==> config.mk <==
export PLATFORM = sky130hd
export DESIGN_NAME = tdc_sequencer
export DESIGN_NICKNAME = d
export VERILOG_FILES = /design/src/rtl/tdc_sequencer.sv
export SDC_FILE = /design/constraint.sdc
export NUM_CORES = 1
export LEC_CHECK = 0
export BUFFER_PORTS_ARGS = -buffer_cell sky130_fd_sc_hd__buf_2
export CAP_MARGIN = 20
export CELL_PAD_IN_SITES_DETAIL_PLACEMENT = 1
export CELL_PAD_IN_SITES_GLOBAL_PLACEMENT = 1
export CORE_UTILIZATION = 38
export CTS_CLUSTER_SIZE = 10
export DETAILED_ROUTE_END_ITERATION = 10
export GPL_ROUTABILITY_DRIVEN = 0
export PLACE_DENSITY = 0.89
export SYNTH_ARGS = -nofsm -noshare
export SYNTH_HDL_FRONTEND = slang
export SYNTH_SLANG_ARGS = --single-unit
==> constraint.sdc <==
create_clock -name i_clk -period 2.85 [get_ports i_clk]
set_input_delay 0.285 -clock i_clk [delete_from_list [all_inputs] [get_ports i_clk]]
set_output_delay 0.285 -clock i_clk [all_outputs]
set_load 0.02 [all_outputs]
==> src/rtl/tdc_sequencer.sv <==
// Sequencer for one ring-oscillator TDC measurement: arm, start, coarse count,
// settle, fine capture and valid/ready result handoff. All outputs registered.
module tdc_sequencer #(
   parameter int COARSE_W      = 16,
   parameter int FINE_W        = 8,
   parameter int MAX_CYCLES    = 1000,
   parameter int SETTLE_CYCLES = 2
) (
   input  logic                i_clk,
   input  logic                i_reset,
   input  logic                i_arm,
   input  logic                i_abort,
   input  logic                i_start_evt,
   input  logic                i_stop_evt,
   input  logic [FINE_W-1:0]   i_fine_cnt,
   input  logic                i_ready,
   output logic                o_ro_nreset,
   output logic                o_ro_start,
   output logic                o_busy,
   output logic                o_valid,
   output logic [COARSE_W-1:0] o_coarse,
   output logic [FINE_W-1:0]   o_fine,
   output logic                o_timeout
);

   localparam logic [2:0] ST_IDLE   = 3'd0;
   localparam logic [2:0] ST_ARMED  = 3'd1;
   localparam logic [2:0] ST_RUN    = 3'd2;
   localparam logic [2:0] ST_SETTLE = 3'd3;
   localparam logic [2:0] ST_DONE   = 3'd4;

   localparam int SET_W = (SETTLE_CYCLES > 1) ? $clog2(SETTLE_CYCLES) : 1;
   localparam logic [SET_W-1:0]    SETTLE_LAST = SET_W'(SETTLE_CYCLES - 1);
   localparam logic [COARSE_W-1:0] COARSE_MAX  = COARSE_W'(MAX_CYCLES);

   logic [2:0]          state_q, state_d;
   logic [COARSE_W-1:0] coarse_q, coarse_d;
   logic [COARSE_W-1:0] coarse_inc;
   logic [FINE_W-1:0]   fine_q, fine_d;
   logic                timeout_q, timeout_d;
   logic [SET_W-1:0]    settle_cnt_q, settle_cnt_d;
   logic                ro_nreset_q, ro_nreset_d;
   logic                ro_start_q, ro_start_d;
   logic                busy_q, busy_d;
   logic                valid_q, valid_d;

   assign coarse_inc = coarse_q + COARSE_W'(1);

   always_comb begin
      state_d      = state_q;
      coarse_d     = coarse_q;
      fine_d       = fine_q;
      timeout_d    = timeout_q;
      settle_cnt_d = settle_cnt_q;
      ro_start_d   = 1'b0;

      case (state_q)
         ST_IDLE: begin
            if (i_arm) state_d = ST_ARMED;
         end
         ST_ARMED: begin
            if (i_abort) begin
               state_d = ST_IDLE;
            end else if (i_start_evt) begin
               coarse_d     = '0;
               settle_cnt_d = '0;
               ro_start_d   = 1'b1;
               state_d      = i_stop_evt ? ST_SETTLE : ST_RUN;
            end
         end
         ST_RUN: begin
            if (i_abort) begin
               state_d = ST_IDLE;
            end else begin
               coarse_d = coarse_inc;
               // A stop on the limit edge still counts as a real stop.
               if (i_stop_evt) begin
                  settle_cnt_d = '0;
                  state_d      = ST_SETTLE;
               end else if (coarse_inc == COARSE_MAX) begin
                  fine_d    = '0;
                  timeout_d = 1'b1;
                  state_d   = ST_DONE;
               end
            end
         end
         ST_SETTLE: begin
            if (i_abort) begin
               state_d = ST_IDLE;
            end else if (settle_cnt_q == SETTLE_LAST) begin
               fine_d    = i_fine_cnt;
               timeout_d = 1'b0;
               state_d   = ST_DONE;
            end else begin
               settle_cnt_d = settle_cnt_q + SET_W'(1);
            end
         end
         ST_DONE: begin
            if (i_abort || (valid_q && i_ready)) state_d = ST_IDLE;
         end
         default: state_d = ST_IDLE;
      endcase

      ro_nreset_d = (state_d == ST_ARMED) || (state_d == ST_RUN) || (state_d == ST_SETTLE);
      busy_d      = (state_d != ST_IDLE);
      valid_d     = (state_d == ST_DONE);
   end

   always_ff @(posedge i_clk) begin
      if (i_reset) begin
         state_q      <= ST_IDLE;
         coarse_q     <= '0;
         fine_q       <= '0;
         timeout_q    <= 1'b0;
         settle_cnt_q <= '0;
         ro_nreset_q  <= 1'b0;
         ro_start_q   <= 1'b0;
         busy_q       <= 1'b0;
         valid_q      <= 1'b0;
      end else begin
         state_q      <= state_d;
         coarse_q     <= coarse_d;
         fine_q       <= fine_d;
         timeout_q    <= timeout_d;
         settle_cnt_q <= settle_cnt_d;
         ro_nreset_q  <= ro_nreset_d;
         ro_start_q   <= ro_start_d;
         busy_q       <= busy_d;
         valid_q      <= valid_d;
      end
   end

   assign o_ro_nreset = ro_nreset_q;
   assign o_ro_start  = ro_start_q;
   assign o_busy      = busy_q;
   assign o_valid     = valid_q;
   assign o_coarse    = coarse_q;
   assign o_fine      = fine_q;
   assign o_timeout   = timeout_q;

endmodule

Yosys cells after proc, flatten, opt, wreduce, memory -nomap -nowiden
Cells that the tools add are included.
{"block": "totals", "regBits": 33, "out_inout_bits": 29}
{"block": "op_classes", "addsub": 2, "eq_ne": 17, "muxes": 35, "bitwise": 1, "reduce_logical": 13}
{"operator": "$mux 16", "n": 3}
{"operator": "$mux 8", "n": 5}
{"operator": "$pmux 16 s2", "n": 1}
{"operator": "$mux 3", "n": 9}
{"operator": "$add 16x1->16 const B", "n": 1}
{"operator": "$eq 16x10->1 const B", "n": 1}
{"operator": "$ne 2x2->1 const B", "n": 8}
{"operator": "$pmux 8 s2", "n": 1}
{"operator": "$pmux 3 s5", "n": 1}
{"operator": "$mux 1", "n": 13}
{"operator": "$eq 3x2->1 const B", "n": 4}
{"operator": "$reduce_and 6->1", "n": 2}
{"operator": "$eq 3x1->1 const B", "n": 2}
{"operator": "$eq 3x3->1 const B", "n": 2}
{"operator": "$reduce_bool 3->1", "n": 2}
{"operator": "$reduce_and 4->1", "n": 1}
{"operator": "$reduce_bool 2->1", "n": 2}
{"operator": "$logic_not 3->1", "n": 1}
{"operator": "$logic_or 1x1->1", "n": 3}
{"operator": "$pmux 1 s3", "n": 1}
{"operator": "$reduce_or 3->1", "n": 1}
{"operator": "$pmux 1 s2", "n": 1}
{"operator": "$add 1x1->1 const B", "n": 1}
{"operator": "$logic_and 1x1->1", "n": 1}
{"operator": "$not 1->1", "n": 1}

Logic depth before layout (Yosys ltp)
{"block": "depth", "ltp_word": 9, "mapped_depth": 8, "ltp_nobuf": 7}

Worst setup path after synthesis
Ideal clock, no wire load.
{"block": "synth_timing", "kind": "register to register", "start": "register coarse_q[0], in the netlist o_coarse[0]", "end": "register busy_q, in the netlist o_busy", "setup_time_ps": 120, "arrival_ps": 2235, "t_required_ps": 2730, "path_slack_ps": 495, "stages_incl_launch_ff": 8, "n_path_buf": 0, "period_less_slack_ps": 2355, "cell_sequence": "dfxtp_1 ha_1 nand2_2 or4_1 a31oi_1 nand4_2 o31a_1 or2_1"}
{"block": "synth_between", "elab_chain_len": 7}
{"item": "start: declaration", "line": "37", "rtl": "logic [COARSE_W-1:0] coarse_q, coarse_d;"}
{"item": "start signal: assignment", "line": "122", "rtl": "coarse_q <= coarse_d;"}
{"item": "$add 16x1->16", "line": "47", "rtl": "assign coarse_inc = coarse_q + COARSE_W'(1);"}
{"item": "$eq 16x10->1", "line": "80", "rtl": "end else if (coarse_inc == COARSE_MAX) begin"}
{"item": "$mux 3", "line": "80"}
{"item": "$mux 3", "line": "77", "rtl": "if (i_stop_evt) begin"}
{"item": "$mux 3", "line": "72", "rtl": "if (i_abort) begin"}
{"item": "$pmux 3 s5", "line": "57", "rtl": "case (state_q)"}
{"item": "$reduce_bool 3->1", "line": "105", "rtl": "busy_d = (state_d != ST_IDLE);"}
{"item": "end signal: assignment", "line": "128", "rtl": "busy_q <= busy_d;"}
{"item": "end: declaration", "line": "44", "rtl": "logic busy_q, busy_d;"}
Every way passes these cells.
A chain may end at the register's enable or synchronous reset.

Final worst setup path
{"block": "layout_timing", "start": "register coarse_q[0], in the netlist o_coarse[0]", "end": "register fine_q[5], in the netlist o_fine[5]"}
{"block": "layout_between", "elab_chain_len": 4}
{"item": "$add 16x1->16", "line": "47"}
{"item": "$eq 16x10->1", "line": "80"}
{"item": "$ne 2x2->1 (no line)"}
{"item": "$reduce_and 6->1 (no line)"}
{"item": "end signal: assignment", "line": "123", "rtl": "fine_q <= fine_d;"}
{"item": "end: declaration", "line": "39", "rtl": "logic [FINE_W-1:0] fine_q, fine_d;"}
Every way passes these cells.

==> results <==
- The maximum buffer depth of the clock tree is 2.
- The total of max-cap violations is 0.
- After detailed routing, the number of vias per cell comes to 5.81.
- The count of buffers added by post-CTS timing repair for setup is 0.
- The initial cell density of the core is 0.404.
- The via count of the first global-routing pass is 1,825.
- For the finished layout, the period the worst path requires is 2.61 ns.
- The area of the multi-input gates is between 1000 and 1500 um2.
- The cell with the biggest individual delay on the critical path is nor4_4.
- The routed length per placed instance is 16.0 um.
- Along the worst path, the maximum fanout reaches 9.
- The sum of met3 wire segment lengths after detailed routing is between 150 and 200 um.
- The floorplan die area is 5030 um2.
- The sum of negative setup slack is 0 ns.
- The dominant synthesized flop cell is dfxtp_1.
- The H-tree was split into 2 levels.
- At the end of the flow, the number of nets in the layout was 284.
- Of the total power, combinational logic draws 0.066.
- Clock-pin slew was measured on the worst setup and hold paths at ~0.080 ns.
- The final reports fail on design-rule violations.
- Leaving out fill and tap cells, the most frequent cells in the layout are 43 x buf_2, 33 x dfxtp_1, 27 x nand2_1, 22 x o21ai_0.
- The final hold slack is 0.189 ns.
- The first global-routing pass estimated 8.67 mm of wire.
- The per-instance average area after synthesis is between 7 and 8 um2.
- The share of total power dissipated in the clock network is 0.403.
- At the end of the flow the core is filled with cells to 0.469.
- The worst setup path is launched from a flip-flop.
- The clock insertion delay at the later pin of the skew report is around 0.29 ns.
- The count of nets left with antenna violations once routing finished came out at 0.
- The height of the die is 71.0 um.
- For the pin with the worst max-slew slack, the measured transition is 0.775 ns.
- The proportion of register bits with asynchronous set or reset after synthesis is 0.
- The number of antenna violations at the first check in global routing was 0.
- After floorplanning, the core was divided into 24 placement rows.
- The die boundary width is 71.0 um.
- The count of final setup violators is 0.
- The static leakage is 0.834 nW.
- The path class of the lowest-slack min-delay path is primary input to flip-flop.
- Across every metal layer, demand over resource in global routing totals 0.215.
- Summed over all nets, the half-perimeter wirelength after detailed placement is 3.49 mm.
- TritonCTS built the clock tree.
- Headroom to the max-slew limit came out at 0.481.
- During I/O placement, the number of pins put on the boundary was between 40 and 50.
- The most common cell after layout, fill and taps aside is buf_2.
- The DRC violation total after the first TritonRoute iteration is 102.
- In the final layout, flip-flops and latches occupy 661 um2.
- Before antenna repair, the detailed router went through 7 iterations.
- The internal power of the cells totals between 600 and 700 uW.
- The routed layout has 1,860 vias.
- In this run, CTS created clock tree buffers numbering 5.
- The gate count of the mapped netlist is 229.
- Setup repair after global routing left no endpoint under its margin.
- The met2 routed wirelength is between 2 and 2.5 mm.
- The share of total power in sequential cells is 0.531.
- Clock tree synthesis selected as its root buffer the cell clkbuf_8.
- The total overflow reported by the global router is 0.
- The data required time of the worst path is ~3 ns.
- In the final layout, the share of cells above drive strength 1 is 0.235.
- Buffers inserted to repair hold after CTS numbered 0.
- The detailed router put a total of 2.41 mm of wire on met1.
- Clock skew on the completed layout was measured at 0.00889 ns.
- The sequential cell area fraction in the yosys report is 0.366.
- The total nets after synthesis is about 250.
- The largest voltage drop on the vdd net is 0.243 mV.
- The count of unresolved DRC violations after routing is 3.
- The number of max-slew violations in the final report was 0.
- The final layout contains routed wiring with a total length of 5.12 mm.
- In this run, synthesis produced a sequential element count of 33.
- The number of antenna diodes in the final layout is 0.
- After synthesis, the netlist uses 52 different library cells.
- Port buffering added 43 buffers.
- The total power of the final layout is 889 uW.
- The maximum single-stage delay on the critical path is 0.49 ns.
- The region available for standard cell placement spans 4470 um2.
- The type of destination of the critical path is a flip-flop.
- Entering global routing, the biggest net connects 27 pins.
- The clock sink count is 33.
- The number of hold violations in the final report was 0.
- Once the clock tree was built, the resizer swapped 0 gates to a different size.
- Yosys printed 0 warnings.
- From synthesis to final layout, the design area changed by 16.1%.
- The layout has 610 filler cells.
- The switching power share of the total is 0.260.
- The flow ran to the end, but the final reports show violations.
- Data arrives at the worst endpoint at 2.76 ns.
- The net switching power of the design is 231 uW.
- The maximum clock frequency is between 0.3 and 0.4 GHz.
- Yosys mapped a number of flops with a built-in enable equal to 0.
- The synthesized netlist occupies a cell area of 1810 um2.
- Of the available clock period, the critical path in the final layout requires 0.915.
- The critical path is of the flip-flop to flip-flop type.
- The signal on the critical path passes through ha_1 -> nand2_2 -> or4_1 -> a31oi_1 -> nand4_2 -> nor4_4 -> o21ai_0.
- The power density over the cells is 424 nW/um2.
- The top metal layer carrying routed signals is met4.
-- registers in the layout (all words and copies together) (netlist names) --
| signal | cells |
|---|---|
| o_valid | 1 |
| state_q | 3 |
| o_busy | 1 |
| o_timeout | 1 |
| o_ro_nreset | 1 |
| o_ro_start | 1 |
| o_fine | 8 |
| o_coarse | 16 |
| settle_cnt_q | 1 |
-- cell families after synthesis --
kind of cell | share of synthesized area
adder cells (fa/ha/maj) | 0.0138
AND/OR/NAND/NOR | 0.316
AO/OA/AOI/OAI | 0.220
flip-flops | 0.366
buffers and inverters | 0.0644
XOR/XNOR | 0.0194
-- synthesized netlist by cell type, types with 3 or more instances --
cell,n,area [um2]
dfxtp_1,33,661
nand2_1,27,101
o21ai_0,22,110
a21oi_1,19,95.1
nor2_1,19,71.3
nand3_1,10,50.1
nand4_1,8,50.1
clkbuf_1,7,26.3
a31oi_1,6,37.5
or3_1,6,37.5
inv_1,4,15.0
nand3b_1,4,30.0
nor3_1,4,20.0
nor2b_1,3,18.8
nor3b_1,3,22.5
o31ai_1,3,22.5
xnor2_1,3,26.3
-- power by group through the flow --
| stage | Clock, mW | Combinational, mW | Sequential (mW) |
|---|---|---|---|
| floorplan | 0 | 0.0361 | 0.482 |
| global placement | 0 | 0.0579 | 0.482 |
| detailed placement | 0 | 0.0583 | 0.483 |
| CTS | 0.366 | 0.0592 | 0.472 |
| global route | 0.377 | 0.0658 | 0.473 |
| finish | 0.358 | 0.0589 | 0.472 |
-- final cells by class --
class	count	area share
Clock buffer	6	0.0346
Clock inverter	2	0.00477
Inverter	4	0.00716
Multi-Input combinational cell	176	0.491
Sequential cell	33	0.315
Tap cell	52	0.0310
Timing Repair Buffer	47	0.117
-- worst max-delay path, delay by kind of cell (launching register included) --
family,cells,cell delay (ns)
AO/OA/AOI/OAI,2,0.37
adder cells (fa/ha/maj),1,0.35
flip-flops,1,0.47
AND/OR/NAND/NOR,4,1.27
-- per-layer routing --
| layer | GRT usage | vias up |
|---|---|---|
| li1 | - | 908 |
| met1 | 0.286 | 909 |
| met2 | 0.347 | 36 |
| met3 | 0.0342 | 7 |
| met4 | 0.0933 | 0 |
| met5 | 0 | - |
-- path summary, 6_finish.rpt --
kind,startpoint,to,slack [ns],cells after the start
min reg2reg,o_fine[1],o_fine[1],0.46,2
max reg2reg,o_coarse[0],o_fine[5],0.24,7
min,i_fine_cnt[6],o_fine[6],0.19,3
max,o_coarse[0],o_fine[5],0.24,7
-- through the flow --
| stage | cell area [um2] | std cells | setup slack [ns] |
|---|---|---|---|
| 2_1_floorplan | 1810 | 229 | 0.495 |
| 5_1_grt | 2100 | 320 | 0.0789 |
| 3_3_place_gp | 2020 | 312 | 0.428 |
| 3_5_place_dp | 2020 | 312 | 0.315 |
| 4_1_cts | 2100 | 320 | 0.272 |
| 6_report | 2100 | 320 | 0.244 |
No activity file was read; power rests on OpenSTA's default activity.
